===== config.mk =====
export PLATFORM = sky130hd
export DESIGN_NAME = ap_ctrl_txn_profiler
export DESIGN_NICKNAME = d
export VERILOG_FILES = /design/src/rtl/ap_ctrl_txn_profiler.sv
export SDC_FILE = /design/constraint.sdc
export NUM_CORES = 1
export LEC_CHECK = 0
export ABC_AREA = 1
export CAP_MARGIN = 10
export CORE_UTILIZATION = 45
export CTS_CLUSTER_SIZE = 30
export DETAILED_ROUTE_END_ITERATION = 8
export GPL_TIMING_DRIVEN = 0
export SLEW_MARGIN = 0
export SYNTH_ARGS = -nofsm -noshare
export SYNTH_HDL_FRONTEND = slang
export SYNTH_SLANG_ARGS = --single-unit

===== constraint.sdc =====
create_clock -name clock -period 6.5 [get_ports clock]
set_input_delay 1.95 -clock clock [delete_from_list [all_inputs] [get_ports clock]]
set_output_delay 1.95 -clock clock [all_outputs]
set_load 0.03 [all_outputs]

===== src/rtl/ap_ctrl_txn_profiler.sv =====
// ap_ctrl_txn_profiler: per-transaction latency/interval/stall profiler on ap_ctrl with a record FIFO
// Define PROFILER_STALL_EN to measure ap_ready stalls; otherwise rec_stall is tied to 0.
module ap_ctrl_txn_profiler #(
  parameter int CNT_W      = 32,
  parameter int ID_W       = 16,
  parameter int FIFO_DEPTH = 8
) (
  input  logic             clock,
  input  logic             reset,
  input  logic             ap_start,
  input  logic             ap_ready,
  input  logic             ap_done,
  input  logic             ap_continue,
  input  logic             finish,
  output logic             rec_valid,
  input  logic             rec_ready,
  output logic [ID_W-1:0]  rec_id,
  output logic [CNT_W-1:0] rec_latency,
  output logic [CNT_W-1:0] rec_interval,
  output logic [CNT_W-1:0] rec_stall,
  output logic [15:0]      overflow_cnt,
  output logic             proto_err,
  output logic             busy,
  output logic             drained
);
  localparam int AW = $clog2(FIFO_DEPTH);
  localparam logic [AW:0] FULL = (AW+1)'(FIFO_DEPTH);
  typedef enum logic [1:0] {IDLE, RUN, WAIT_CONT, FLUSH} state_t;
  state_t state, state_n, end_st;
  logic accept, take, done_push, push, pop, fin_pend, started;
  logic [CNT_W-1:0] lat, ivl, ivl_snap, push_lat, push_ivl;
  logic [ID_W-1:0] id;
  logic [AW-1:0] wr_ptr, rd_ptr, rd_n;
  logic [AW:0] cnt, cnt_n;
  logic [ID_W-1:0] id_m [FIFO_DEPTH];
  logic [CNT_W-1:0] lat_m [FIFO_DEPTH];
  logic [CNT_W-1:0] ivl_m [FIFO_DEPTH];
  function automatic logic [CNT_W-1:0] sat(input logic [CNT_W-1:0] x);
    return (&x) ? x : x + 1'b1;
  endfunction
  always_comb begin
    accept    = ap_start & ap_ready;
    take      = state == IDLE && !finish && accept;
    done_push = (take || state == RUN) && ap_done;
    push_lat  = take ? '0 : lat;
    push_ivl  = take ? ivl : ivl_snap;
    pop       = rec_valid & rec_ready;
    push      = done_push && (cnt != FULL || pop);
    rd_n      = pop ? rd_ptr + 1'b1 : rd_ptr;
    cnt_n     = cnt + {{AW{1'b0}}, push} - {{AW{1'b0}}, pop};
    end_st    = (finish || fin_pend) ? FLUSH : IDLE;
    state_n   = state;
    case (state)
      IDLE:      state_n = finish ? FLUSH : !take ? IDLE : !ap_done ? RUN : ap_continue ? IDLE : WAIT_CONT;
      RUN:       state_n = !ap_done ? RUN : ap_continue ? end_st : WAIT_CONT;
      WAIT_CONT: state_n = ap_continue ? end_st : WAIT_CONT;
      default:   state_n = FLUSH;
    endcase
  end
`ifdef PROFILER_STALL_EN
  logic [CNT_W-1:0] stall, stall_snap, push_stall;
  logic [CNT_W-1:0] stall_m [FIFO_DEPTH];
  assign push_stall = take ? stall : stall_snap;
  always_ff @(posedge clock) begin
    if (reset) begin
      stall      <= '0;
      stall_snap <= '0;
      rec_stall  <= '0;
    end else begin
      stall <= take ? '0 : (state == IDLE && ap_start && !ap_ready) ? sat(stall) : stall;
      if (take) stall_snap <= stall;
      if (cnt_n != 0) rec_stall <= (push && wr_ptr == rd_n) ? push_stall : stall_m[rd_n];
    end
  end
  always_ff @(posedge clock)
    if (push) stall_m[wr_ptr] <= push_stall;
`else
  assign rec_stall = '0;
`endif
  always_ff @(posedge clock)
    if (push) begin
      id_m[wr_ptr]  <= id;
      lat_m[wr_ptr] <= push_lat;
      ivl_m[wr_ptr] <= push_ivl;
    end
  always_ff @(posedge clock) begin
    if (reset) begin
      state        <= IDLE;
      busy         <= 1'b0;
      drained      <= 1'b0;
      fin_pend     <= 1'b0;
      proto_err    <= 1'b0;
      started      <= 1'b0;
      lat          <= '0;
      ivl          <= '0;
      ivl_snap     <= '0;
      id           <= '0;
      overflow_cnt <= '0;
      wr_ptr       <= '0;
      rd_ptr       <= '0;
      cnt          <= '0;
      rec_valid    <= 1'b0;
      rec_id       <= '0;
      rec_latency  <= '0;
      rec_interval <= '0;
    end else begin
      state    <= state_n;
      busy     <= state_n == RUN || state_n == WAIT_CONT;
      drained  <= state == FLUSH && cnt == 0;
      fin_pend <= (state == RUN || state == WAIT_CONT) && (fin_pend || finish);
      if (accept && (state == RUN || state == WAIT_CONT)) proto_err <= 1'b1;
      // latency starts at 1 on accept so the value held at done equals done-accept
      lat <= take ? CNT_W'(1) : state == RUN ? sat(lat) : lat;
      ivl <= take ? CNT_W'(1) : started ? sat(ivl) : ivl;
      if (take) begin
        started  <= 1'b1;
        ivl_snap <= ivl;
      end
      if (done_push) id <= id + 1'b1;
      if (done_push && !push && overflow_cnt != 16'hFFFF) overflow_cnt <= overflow_cnt + 1'b1;
      if (push) wr_ptr <= wr_ptr + 1'b1;
      rd_ptr    <= rd_n;
      cnt       <= cnt_n;
      rec_valid <= cnt_n != 0;
      // new head bypasses memory when the pushed record becomes the head
      if (cnt_n != 0) begin
        rec_id       <= (push && wr_ptr == rd_n) ? id : id_m[rd_n];
        rec_latency  <= (push && wr_ptr == rd_n) ? push_lat : lat_m[rd_n];
        rec_interval <= (push && wr_ptr == rd_n) ? push_ivl : ivl_m[rd_n];
      end
    end
  end
endmodule

### Word-level counts from Yosys, hierarchy flattened

Memory sizes are Yosys's and may differ from the RTL's. A register that Yosys moved wholly into a read port is not among the register bits.
Cells that the tools add are included.

| word-level totals | value |
|---|---|
| latch bits | 0 |
| bits in registers | 146 |
| input port bits | 8 |
| memories kept | 3 |
| memory bits (writable) | 640 |
| ROM bits | 0 |

Memory list:

| name | words | bits a word | rd ports | clocked after Yosys merged registers in | write ports | RTL line | text |
|---|---|---|---|---|---|---|---|
| ivl_m | 8 | 32 | 1 | 1 | 1 | 37 | `logic [CNT_W-1:0] ivl_m [FIFO_DEPTH];` |
| lat_m | 8 | 32 | 1 | 1 | 1 | 36 | `logic [CNT_W-1:0] lat_m [FIFO_DEPTH];` |
| id_m | 8 | 16 | 1 | 1 | 1 | 35 | `logic [ID_W-1:0] id_m [FIFO_DEPTH];` |

| cells by class | value |
|---|---|
| magnitude comparators | 0 |
| reduce and logical (&&, ||, !) cells | 28 |
| divide/modulo/power cells | 0 |
| shifts and indexed selects | 0 |
| add/sub/neg operators | 8 |
| equality and inequality tests | 9 |
| multipliers | 0 |
| bitwise operators | 4 |
| muxes and demuxes | 19 |

Operator list:

| operator | count |
|---|---|
| $add A32 B1 Y32 const B | 2 |
| $mux W32 | 2 |
| $reduce_and A32 Y1 | 2 |
| $add A16 B1 Y16 const B | 2 |
| $ne A16 B16 Y1 const B | 1 |
| $mux W2 | 7 |
| $logic_and A1 B1 Y1 | 9 |
| $mux W1 | 8 |
| $reduce_and A2 Y1 | 4 |
| $add A3 B1 Y3 const B | 2 |
| $eq A2 B2 Y1 const B | 3 |
| $pmux W2 S3 | 1 |
| $logic_or A1 B1 Y1 | 5 |
| $add A4 B1 Y4 | 1 |
| $eq A2 B1 Y1 const B | 2 |
| $logic_not A4 Y1 | 1 |
| $ne A2 B2 Y1 const B | 2 |
| $ne A4 B4 Y1 const B | 1 |
| $reduce_bool A2 Y1 | 2 |
| $reduce_bool A4 Y1 | 1 |
| $sub A4 B1 Y4 | 1 |
| $mux W3 | 1 |
| $and A1 B1 Y1 | 2 |
| $logic_not A1 Y1 | 2 |
| other kinds (3) | 4 |

### Longest topological paths before layout

| logic depth | value |
|---|---|
| depth in word-level cells | 9 |
| gate-level depth with buffers | 17 |

### Worst setup path after synthesis

No wires, ideal clock.

| timing | value |
|---|---|
| path kind | input to register |
| from | in rec_ready |
| to | mem id_m[0][0], enable pin |
| cell stages on the path | 6 |
| setup slack | -0.037 ns |
| buffers on the path | 1 |
| required time | 5.981 ns |
| setup time | 0.519 ns |
| arrival time | 6.018 ns |
| cells stage by stage | buf_4 nand2_4 nand3_2 a21boi_2 nand2_1 nor2_1 |

| on the way | value |
|---|---|
| cells in the longest elaborated chain, start to end | 5 |

RTL lines:

| item | RTL line | text |
|---|---|---|
| from (decl) | 16 | `input logic rec_ready,` |
| $and A1 B1 Y1 | 47 | `pop = rec_valid & rec_ready;` |
| $logic_or A1 B1 Y1 | 48 | `push = done_push && (cnt != FULL \|\| pop);` |
| $logic_and A1 B1 Y1 | 48 |  |
| net push | 30 | `logic accept, take, done_push, push, pop, fin_pend, started;` |
| $mux W1 | 81 | `if (push) begin` |
| $mux W1 (not written as such) | 82 | `id_m[wr_ptr] <= id;` |
| to (decl) | 35 |  |

The timed path passes the listed nets, and every way through them passes these cells.

### Worst setup path after layout

| timing | value |
|---|---|
| from | in ap_done |
| to | reg rec_latency[12] (read register of lat_m) |

| on the way | value |
|---|---|
| cells in the longest elaborated chain, start to end | 5 |

RTL lines:

| item | RTL line | text |
|---|---|---|
| from (decl) | 12 | `input logic ap_done,` |
| $logic_and A1 B1 Y1 | 44 | `done_push = (take \|\| state == RUN) && ap_done;` |
| $logic_and A1 B1 Y1 | 48 |  |
| net push | 30 |  |
| $add A4 B1 Y4 | 50 | `cnt_n = cnt + {{AW{1'b0}}, push} - {{AW{1'b0}}, pop};` |
| $sub A4 B1 Y4 | 50 |  |
| $reduce_bool A4 Y1 | 126 | `if (cnt_n != 0) begin` |
| to (decl) | 18 | `output logic [CNT_W-1:0] rec_latency,` |

The timed path passes the listed nets, and every way through them passes these cells.
A chain may end at the register's enable or synchronous reset.

==> impl_metrics.env <==
export IMPL_syn_area_um2=38000
export IMPL_finClkSkew_ps=23.2
export IMPL_r2r_end="rec_latency[12]"
export IMPL_power_density_nw_per_um2=379
export IMPL_drive_above_1_share_pct=9.70
export IMPL_avgSynthCellArea_um2=9.22
export IMPL_die_y_um=292
export IMPL_cp_arrival_ps=6500
export IMPL_synthTopCellsByArea="edfxtp_1, nand2_1, dfxtp_1, nand3_1, nor2_1"
export IMPL_rrSetupSlack_ps=1810
export IMPL_htree_levels=3
export IMPL_worstSetupPathType="primary input to flip-flop"
export IMPL_grt_max_degree=28
export IMPL_status="complete, no violations"
export IMPL_ir_drop_mv=0.237
export IMPL_first_pass_iters=6
export IMPL_yosysWarnings=0
export IMPL_cts_tree="yes"
export IMPL_gp_congestion=0.965
export IMPL_drcViolationCount=0
export IMPL_core_um2=83600
export IMPL_vias=29200
export IMPL_clkSinkCount=866
export IMPL_seq_area_frac_synth_pct=62.6
export IMPL_design_die_area_um2=85500
export IMPL_ctsRootBufferMaster="clkbuf_16"
export IMPL_holdBufCountCts=0
export IMPL_fin_crit_ps=5900
export IMPL_nFillCells=7544
export IMPL_clk_pin_slew_ps=60
export IMPL_final_common_cell="nand2_1"
export IMPL_rsz0062_at_grt="false"
export IMPL_ioPinCount=140
export IMPL_worst_pin_slew_ps=1210
export IMPL_worstSetupEndpointType="flip-flop"
export IMPL_synth_top_area_share_pct=50.6
export IMPL_setup_ws_ps=595
export IMPL_area_growth_pct=17.0
export IMPL_fin_crit_sh_pct=90.8
export IMPL_reg2reg_depth=16
export IMPL_vias_per_cell=5.26
export IMPL_nNetsFinal=4411
export IMPL_synth_edff_count=640
export IMPL_dp_hpwl_um=79200
export IMPL_critPathLaunchType="primary input"
export IMPL_antenna_found_initial=3
export IMPL_die_w_um=292
export IMPL_hold_path_end="rec_latency[8]"
export IMPL_synth_ff_type="edfxtp_1"
export IMPL_hold_slack_ps=452
export IMPL_post_cts_buffers=0
export IMPL_antenna_diode_count=0
export IMPL_grt_pass1_vias=26800
export IMPL_relSlewSlack_pct=18.3
export IMPL_clk_latency_ps=660
export IMPL_numCtsBuffers=92
export IMPL_finalSetupViolCount=0
export IMPL_final_cell_mix="nand2_1, edfxtp_1, nand3_1"
export IMPL_synth_seq_cells=866
export IMPL_cts_path_max_buffers=3
export IMPL_whs_path_depth=2
export IMPL_hp_start="rec_latency[8]"
export IMPL_start_util_pct=45.4
export IMPL_drt_wirelength_per_cell_um=20.9
export IMPL_max_freq_ghz=0.169
export IMPL_synth_top_area_cell="edfxtp_1"
export IMPL_detailedPlace_worstSlack_ps=-26.3
export IMPL_power_leakage_nw=17.8
export IMPL_drtAntennaViolNets=0
export IMPL_slew_viol_final=0
export IMPL_drv_cap=0
export IMPL_grt_pass1_wl_um=171000
export IMPL_async_flop_share_pct=0
export IMPL_r2r_start="state[0]"
export IMPL_drtIter0Drc=2913
export IMPL_syn_inst=4118
export IMPL_cts_repair_resized=0
export IMPL_ys_types=38
export IMPL_wl_um=116000
export IMPL_required_ps=7100
export IMPL_overflow=0
export IMPL_final_hold_violation_count=0
export IMPL_grt_usage_pct=26.9
export IMPL_num_rows=106
export IMPL_crit_fanout=10
export IMPL_port_buffers=105
export IMPL_hp_class="flip-flop to flip-flop"
[logic make-up (layout without fill, tap and decap cells)]
logic type | Yosys count | in the layout | synth area share, %
AOI/OAI and AO/OA | 225 | 225 | 3.02
xor gates and xnor gates | 32 | 32 | 0.738
adders and majority gates | 17 | 17 | 0.580
buffers and inverters | 448 | 765 | 5.54
DFF | 866 | 866 | 62.6
other | 1 | 32 | 0.00988
and+or+nand+nor | 2529 | 2529 | 27.6
[cell type report]
type / count / area [um2] / share of cell area [%]
clock inverter: 38 / 408 / 0.919
clock buffer: 136 / 2770 / 6.25
sequential: 866 / 23700 / 53.5
buffer: 245 / 1340 / 3.02
inverter: 203 / 762 / 1.72
tap: 1080 / 1350 / 3.04
timing repair buffer: 143 / 1740 / 3.91
multi-input combinational: 2835 / 12300 / 27.7
[synth_stat cells, types with 2 or more instances]
| master | count |
|---|---|
| buf_2 | 116 |
| inv_1 | 194 |
| nor3_1 | 41 |
| nand3_1 | 483 |
| nand4_1 | 15 |
| nand2_2 | 7 |
| a31oi_1 | 2 |
| nor2_2 | 5 |
| or2_2 | 13 |
| o21ai_0 | 110 |
| nand3_2 | 4 |
| a21oi_1 | 107 |
| nand2_4 | 5 |
| nor3_2 | 6 |
| nor2_4 | 3 |
| o21ai_1 | 2 |
| xor2_1 | 22 |
| dfxtp_1 | 226 |
| nor2_1 | 400 |
| edfxtp_1 | 640 |
| nand2_1 | 1524 |
| clkbuf_1 | 55 |
| nand3b_1 | 20 |
| ha_1 | 16 |
| buf_6 | 8 |
| inv_2 | 8 |
| xnor2_1 | 10 |
| buf_4 | 58 |
| buf_1 | 8 |
| and3_1 | 2 |
[how the worst max path moves through the flow]
stage,startpoint,end,slack [ps],cells past startpoint
6_report,ap_done,rec_latency[12],600,13
5_1_grt,ap_done,rec_latency[11],480,13
4_1_cts,ap_done,rec_latency[12],650,13
3_5_place_dp,ap_done,rec_latency[12],-30,13
3_3_place_gp,ap_done,ivl_m[2][9],-4540,5
2_1_floorplan,rec_ready,id_m[0][0],-40,6
[layer usage]
metal | vias up | wire [um] | GRT usage [%]
met5 | - | 12 | 0
met4 | 2 | 3450 | 9.28
met3 | 196 | 9140 | 3.87
met2 | 1213 | 54300 | 44.1
met1 | 13700 | 49000 | 36.5
li1 | 14100 | - | -
[flip-flops by register name (all words and copies together), names as in the netlist, 32 cells and up]
signal and cells:
id_m 128, ivl 32, ivl_m 256, ivl_snap 32, lat 32, lat_m 256
rec_interval 32, rec_latency 32
[stage by stage]
stage	instances	TNS, ps	area [um2]	util [%]	total power [mW]
finish	5546	0	44400	53.1	16.8
global route	5546	0	44400	53.1	17.6
CTS	5540	0	44400	53.1	16.9
detailed placement	5366	-87.9	41200	49.3	11.5
global placement	5334	-2698580	40500	48.4	11.4
floorplan	4149	-11760	38100	-	9.51
[critical path, stage by stage]
cell	delay (ps)
clkdlybuf4s50_1	620
nand3_1	180
a21boi_2	370
ha_1	240
inv_1	50
fa_1	370
xnor2_1	150
nor2_1	120
nand4_2	730
nor2_1	950
clkbuf_1	540
nand2_1	110
nand2_1	90
[where the power goes]
group	total, mW	internal, mW	switching (mW)
clock	5.46	3.21	2.24
combinational	5.04	1.49	3.55
sequential	6.34	6.20	0.135
total	16.8	10.9	5.93
Note: power is estimated with default switching activity, not from simulation.
